<file path="src/rtl/pc_pkg.sv">
`default_nettype none
// +-----------------------------------------------------------------------+
// | pc_pkg : shared constants and next-PC select encoding for pc_gen       |
// | Rev 1.0                                                               |
// +-----------------------------------------------------------------------+
package pc_pkg;

    localparam logic [31:0] c_RESET_VEC = 32'h0000_3000;
    localparam logic [31:0] c_EXC_VEC   = 32'h0000_4180;
    localparam logic [31:0] c_STEP      = 32'd4;

    // Also consumed by the hazard unit for debug visibility.
    typedef enum logic [2:0] {
        NPC_RESET = 3'd0,
        NPC_EXC   = 3'd1,
        NPC_ERET  = 3'd2,
        NPC_REDIR = 3'd3,
        NPC_PEND  = 3'd4,
        NPC_SEQ   = 3'd5,
        NPC_HOLD  = 3'd6
    } npc_sel_e;

endpackage
`default_nettype wire

</file>
<file path="src/rtl/pc_redirect_buf.sv">
`default_nettype none
// +-----------------------------------------------------------------------+
// | pc_redirect_buf : one-entry holder for a redirect arriving in a stall  |
// | Rev 1.0                                                               |
// +-----------------------------------------------------------------------+
module pc_redirect_buf #(
    parameter int WIDTH = 32
) (
    input  logic             Clk,
    input  logic             Reset,
    input  logic             i_capture,
    input  logic             i_clear,
    input  logic [WIDTH-1:0] i_target,
    output logic             o_valid,
    output logic [WIDTH-1:0] o_target
);

    logic             r_valid;
    logic [WIDTH-1:0] r_target;

    // A later capture in the same stall simply overwrites the held target.
    always_ff @(posedge Clk) begin
        if (Reset) begin
            r_valid  <= 1'b0;
            r_target <= '0;
        end else if (i_capture) begin
            r_valid  <= 1'b1;
            r_target <= i_target;
        end else if (i_clear) begin
            r_valid  <= 1'b0;
        end
    end

    assign o_valid  = r_valid;
    assign o_target = r_target;

endmodule
`default_nettype wire

</file>
<file path="src/rtl/pc_gen.sv">
`default_nettype none
// +-----------------------------------------------------------------------+
// | pc_gen : fetch program counter with stall-safe redirect buffering      |
// | Optional fetch address check: define PC_ADDR_CHECK_EN                  |
// | Rev 1.0                                                               |
// +-----------------------------------------------------------------------+
module pc_gen
    import pc_pkg::*;
#(
    parameter int               WIDTH      = 32,
    parameter logic [WIDTH-1:0] RESET_VEC  = WIDTH'(c_RESET_VEC),
    parameter logic [WIDTH-1:0] EXC_VEC    = WIDTH'(c_EXC_VEC),
    parameter logic [WIDTH-1:0] STEP       = WIDTH'(c_STEP),
    parameter logic [WIDTH-1:0] IMEM_BASE  = WIDTH'(32'h0000_3000),
    parameter int               IMEM_WORDS = 4096
) (
    input  logic             Clk,
    input  logic             Reset,
    input  logic             En,
    input  logic             Redirect,
    input  logic [WIDTH-1:0] RedirectTarget,
    input  logic             Exc,
    input  logic             Eret,
    input  logic [WIDTH-1:0] EPC,
    output logic [WIDTH-1:0] PC,
    output logic             PendValid,
    output logic             AdEL
);

    localparam logic [WIDTH:0] c_imem_end = {1'b0, IMEM_BASE} + (WIDTH+1)'(4 * IMEM_WORDS);

    npc_sel_e         w_sel;
    logic [WIDTH-1:0] w_npc;
    logic [WIDTH-1:0] r_pc;
    logic             w_pend_valid;
    logic [WIDTH-1:0] w_pend_target;
    logic             w_capture;
    logic             w_clear;

    // Exc/Eret override a stall; a plain redirect during a stall is parked.
    assign w_capture = Redirect && !En && !Exc && !Eret;
    assign w_clear   = Exc || Eret || En;

    pc_redirect_buf #(
        .WIDTH (WIDTH)
    ) u_redirect_buf (
        .Clk       (Clk),
        .Reset     (Reset),
        .i_capture (w_capture),
        .i_clear   (w_clear),
        .i_target  (RedirectTarget),
        .o_valid   (w_pend_valid),
        .o_target  (w_pend_target)
    );

    always_comb begin
        w_sel = NPC_HOLD;
        if (Reset)                   w_sel = NPC_RESET;
        else if (Exc)                w_sel = NPC_EXC;
        else if (Eret)               w_sel = NPC_ERET;
        else if (En && Redirect)     w_sel = NPC_REDIR;
        else if (En && w_pend_valid) w_sel = NPC_PEND;
        else if (En)                 w_sel = NPC_SEQ;
    end

    always_comb begin
        w_npc = r_pc;
        case (w_sel)
            NPC_RESET: w_npc = RESET_VEC;
            NPC_EXC:   w_npc = EXC_VEC;
            NPC_ERET:  w_npc = EPC;
            NPC_REDIR: w_npc = RedirectTarget;
            NPC_PEND:  w_npc = w_pend_target;
            NPC_SEQ:   w_npc = r_pc + STEP;
            default:   w_npc = r_pc;
        endcase
    end

    always_ff @(posedge Clk) begin
        if (Reset) r_pc <= RESET_VEC;
        else       r_pc <= w_npc;
    end

    assign PC        = r_pc;
    assign PendValid = w_pend_valid;

`ifdef PC_ADDR_CHECK_EN
    logic r_adel;
    logic w_adel_next;

    // Evaluated on the next PC so the flag lands on the same edge as the PC it describes.
    assign w_adel_next = (w_npc[1:0] != 2'b00)
                      || ({1'b0, w_npc} <  {1'b0, IMEM_BASE})
                      || ({1'b0, w_npc} >= c_imem_end);

    always_ff @(posedge Clk) begin
        if (Reset) r_adel <= 1'b0;
        else       r_adel <= w_adel_next;
    end

    assign AdEL = r_adel;
`else
    logic w_unused_cfg;
    assign w_unused_cfg = ^{IMEM_BASE, c_imem_end};
    assign AdEL         = 1'b0;
`endif

endmodule
`default_nettype wire

</file>
<file path="config.mk">
export PLATFORM = sky130hd
export DESIGN_NAME = pc_gen
export DESIGN_NICKNAME = d
export VERILOG_FILES = /design/src/rtl/pc_pkg.sv /design/src/rtl/pc_redirect_buf.sv /design/src/rtl/pc_gen.sv
export SDC_FILE = /design/constraint.sdc
export NUM_CORES = 1
export LEC_CHECK = 0
export CAP_MARGIN = 30
export CORE_MARGIN = 5
export CORE_UTILIZATION = 50
export CTS_CLUSTER_DIAMETER = 200
export CTS_CLUSTER_SIZE = 10
export DETAILED_ROUTE_END_ITERATION = 10
export PLACE_DENSITY_LB_ADDON = 0.05
export SLEW_MARGIN = 20
export SYNTH_ARGS = -nofsm -noshare
export SYNTH_HDL_FRONTEND = slang
export SYNTH_SLANG_ARGS = --single-unit
export TNS_END_PERCENT = 1
</file>
<file path="constraint.sdc">
create_clock -name Clk -period 5.35 [get_ports Clk]
set_input_delay 0.535 -clock Clk [delete_from_list [all_inputs] [get_ports Clk]]
set_output_delay 0.535 -clock Clk [all_outputs]
set_load 0.02 [all_outputs]
</file>
# Yosys cells after proc, flatten, opt, wreduce, memory -nomap -nowiden
# Cells that the tools add are included.
[word_totals]
out_inout_bits = 34
regBits = 65
word_cells = 31
[op_classes]
addsub = 1
n_reduce_logical = 13
muxes = 9
n_eq_ne = 5
[op_table]
columns = ["operator", "count"]
rows = [
  ["case mux 32 bit (6 select lines)", 1],
  ["adder 32 x 3 -> 32 bit (second input constant)", 1],
  ["two-way mux 3 bit", 4],
  ["== test 3 x 2 -> 1 bit (second input constant)", 2],
  ["== test 3 bit (second input constant)", 2],
  ["nonzero test 6 bit", 1],
  ["logical AND 1 bit", 5],
  ["two-way mux 2 bit", 2],
  ["== test 3 x 1 -> 1 bit (second input constant)", 1],
  ["zero test 1 bit", 3],
  ["zero test 3 bit", 1],
  ["logical OR 1 bit", 2],
  ["two-way mux 1 bit", 2],
  ["nonzero test 2 bit", 1],
]

# Longest topological paths before layout
[depth]
depth_word = 8
mapped_depth = 7

# Cells and area by module
# Synthesis repeated with hierarchy kept, for this count alone.
[unflattened]
hier_cells = 412
hier_area_um2 = 3508.4
[modules_own_cells]
columns = ["mod", "area_per_inst_um2", "instances", "cells_per_inst"]
rows = [
  ["pc_gen", 2303.5, 1, 304],
  ["pc_redirect_buf", 1204.9, 1, 108],
]

# Worst setup path after synthesis
# OpenSTA, ideal clock, no wires.
[synth_path]
kind = "in2reg"
start = "input port Exc"
end = "register r_pc[22], in the netlist PC[22]"
arrival_ns = 2.303
setup_ns = 0.079
cell_stages = 7
path_slack_ns = 2.968
required_time_ns = 5.271
path_cell_list = "buf_6 or4b_4 buf_6 or3_4 buf_6 or4_1 o211ai_1"
[synth_via]
elab_chain_len = 4
word_cells_on_any_way = 10
classes_between = "eq/ne (5); mux (3); reduce/logical (2)"
[synth_rtl]
columns = ["element", "line", "text"]
rows = [
  ["start, declared", "pc_gen.sv:22", "input logic Exc,"],
  ["two-way mux 3 bit *", "pc_gen.sv:59", "else if (Exc) w_sel = NPC_EXC;"],
  ["two-way mux 3 bit *", "pc_gen.sv:58", "if (Reset) w_sel = NPC_RESET;"],
  ["== test 3 bit, or another cell as far along", "pc_gen.sv:68", "case (w_sel)"],
  ["case mux 32 bit (6 select lines) or nonzero test 6 bit (tied branches)", "n/a", ""],
  ["end signal, assigned", "pc_gen.sv:81", "else r_pc <= w_npc;"],
  ["end, declared", "pc_gen.sv:34", "logic [WIDTH-1:0] r_pc;"],
]
# Every way passes the cells marked *; elsewhere a longest branch is shown, timed or not.
# A chain may end at the register's enable or synchronous reset.

# Worst setup path in the final report
[layout_path]
start = "input port En"
end = "register u_redirect_buf.r_target[29], in the netlist u_redirect_buf.o_target[29]"
[layout_via]
elab_chain_len = 4
[layout_rtl]
columns = ["element", "line", "text"]
rows = [
  ["start, declared", "pc_gen.sv:19", "input logic En,"],
  ["zero test 1 bit", "pc_gen.sv:41", "assign w_capture = Redirect && !En && !Exc && !Eret;"],
  ["logical AND 1 bit (3 in series)", "pc_gen.sv:41", ""],
  ["end signal, assigned", "pc_redirect_buf.sv:28", "r_target <= i_target;"],
  ["end, declared", "pc_redirect_buf.sv:19", "logic [WIDTH-1:0] r_target;"],
]
# No other way between the ends.

==> results.toml <==
[power]
leakagePower_nw = 1.53
power_density_nw_per_um2 = 218
ir_drop_v = 0.000131

[synthesis]
synth_fp_nets = 571
synth_edf_count = 0
synth_async_sr_flop_share_pct = 0
netlist_instances = 500
yosysWarnings = 0
ys_seq_elements = 65
synth.distinct_cells = 50
synthFlopType = "dfxtp_1"
yosysSeqAreaShare_pct = 33.7
synth_area_per_cell_sq_um = 7.72
synth_area_sq_um = 3860

[sta]
setup_tns_ns = 0
hold_viol = 0
relSlewSlack_pct = 44.1
setup_viol = 0
tightest_slew_ns = 0.838
period_minus_slack_ns = 3.27
rsz0062_at_grt = "no"
drv_slew = 0
max_freq_mhz = 306
skew_ns = 0.00727
finalCritPeriodShare_pct = 61.2

[detailed_routing]
num_vias = 4294
via_per_inst = 6.29
ant_nets = 0
wl_um = 12400
drc = 0
drt-initial-drc-count = 414
wl_per_cell_um = 18.2
dr.pass1.iters = 5

[setup_path]
cp.arrival_ns = 3.54
critPathLaunchType = "input port"
required_ns = 5.62
reg2reg_slack_ns = 2.81
r2r_cells = 5
crit_fanout = 23
endpoint_kind = "flip-flop"
crit_type = "in2reg"
reg2reg_to = "PC[28]"
startpoint = "En"
r2r-start = "PC[2]"

[clocking]
cts_buffer_depth = 2
post_cts_buffers = 0
cts.clk_slew.worst_paths_ns = 0.07
htreeDepth = 3
clk_latency_ns = 0.34
cts_tree = "yes"
cts_resized = 0
cts_made_buffers = 9
cts-root-buf = "clkbuf_8"
cts-hold-fix-buffers = 0
cts_sinks = 65

[min_path]
whs_path_depth = 2
hold_path.class = "reg2reg"
holdCritStartpoint = "u_redirect_buf.o_target[26]"
min_to = "u_redirect_buf.o_target[26]"

[final_layout]
n_fill_cell = 671
drive_gt1_share_pct = 9.12
final_cell_mix = "clkdlybuf4s50_1, nand2_1, dfxtp_1"
antenna-diode-count = 0
area_delta_synth_final_pct = 32.3
layout_commonest_cell = "clkdlybuf4s50_1"
nNetsFinal = 648
final-instance-count-excl-fill = 683

[placement]
gp_congestion = 0.823
place_inst = 667
port_buffers = 102
dp_hpwl_um = 8410

[global_routing]
grt_max_degree = 50
grt_pass1_vias = 3910
grt_pass1_wl_um = 19700
grt-ovfl-total = 0
grt_use_total_pct = 24.7
antenna_found_initial = 0

[floorplanning]
initial_core_util_pct = 50.7
fp-row-count = 32
die_h_um = 97.9
core_sq_um = 7610
io-pin-count = 104
dieArea_sq_um = 9580
die_width_um = 97.9

[run_status]
status = "finished, final reports clean"

[job]
drv_cap = 0
==> worst max-delay path: stages <==
cell and delay [ns]:
clkdlybuf4s50_1 0.66, buf_8 0.29, nor3_1 0.66, and2_0 0.73
buf_4 0.41, nand2_1 0.10, a21oi_1 0.14
==> through the flow <==
stage | cell area [sq um] | hold slack [ns] | total power (W) | utilization, % | setup WS [ns]
after floorplan | 3860 | 0.432 | 0.000603 | - | 2.97
after global routing | 5110 | 0.471 | 0.00115 | 67.1 | 1.92
final | 5110 | 0.457 | 0.00111 | 67.1 | 2.08
after CTS | 5100 | 0.456 | 0.00111 | 67.1 | 2.15
after global placement | 4860 | 0.440 | 0.000693 | 63.9 | 1.70
after detailed placement | 4910 | 0.448 | 0.000698 | 64.5 | 1.85
==> cell type report <==
| type | instances | area, sq um | share of cell area (%) |
|---|---|---|---|
| clock buffer | 12 | 155 | 3.04 |
| clock inverter | 3 | 40.0 | 0.784 |
| inverter | 10 | 37.5 | 0.735 |
| multi-input combinational | 378 | 2330 | 45.6 |
| sequential | 65 | 1300 | 25.5 |
| tap | 102 | 128 | 2.50 |
| timing repair buffer | 113 | 1120 | 21.9 |
==> worst max path at each step <==
stage | to | depth (start not counted)
after CTS | u_redirect_buf.o_target[29] | 7
after floorplan | PC[22] | 7
final | u_redirect_buf.o_target[29] | 7
after detailed placement | u_redirect_buf.o_target[29] | 7
after global routing | u_redirect_buf.o_target[29] | 7
after global placement | PC[26] | 6
==> synth_stat cells, types with 4 or more instances <==
library cell,instances,share of area [%]
o21ai_0,6,0.78
dfxtp_1,65,34
clkbuf_1,39,3.8
nor2_1,6,0.58
o311ai_0,5,1.1
inv_1,10,0.97
a2bb2oi_1,6,1.4
and4_1,4,0.91
nor4_1,11,1.8
or3b_2,19,4.3
a21oi_1,64,8.3
nand3_1,15,1.9
xnor2_1,7,1.6
nand3b_1,19,3.7
a31oi_1,6,0.97
nor3b_1,7,1.4
nor3_1,11,1.4
a221oi_1,21,4.8
nand4_1,8,1.3
or4_1,9,1.8
o22ai_1,5,0.81
o211ai_1,22,4.3
nand2_1,89,8.7
==> registers in the layout (all words and copies together) (netlist names) <==
register and count:
PC 32, u_redirect_buf.o_target 32, u_redirect_buf.o_valid 1
==> cell families after synthesis <==
group | synth area share [%]
buffers and inverters | 6.32
XOR/XNOR | 1.82
AO/OA/AOI/OAI | 26.7
AND/OR/NAND/NOR | 31.0
flip-flops | 33.7
adder cells (fa/ha/maj) | 0.324
other | 0.0972
==> power by group <==
group	switching, W	internal (W)
logic	0.0000839	0.0000911
clock network	0.000186	0.000237
registers	0.0000168	0.000498
==> metal layers <==
metal | global-route usage, % | vias up | wire [um]
met5 | 0 | - | 0
li1 | - | 2040 | -
met4 | 7.35 | 0 | 165
met1 | 33.8 | 2044 | 5500
met3 | 5.36 | 15 | 1070
met2 | 39.2 | 195 | 5660
Power figures use the tool's default switching activity.
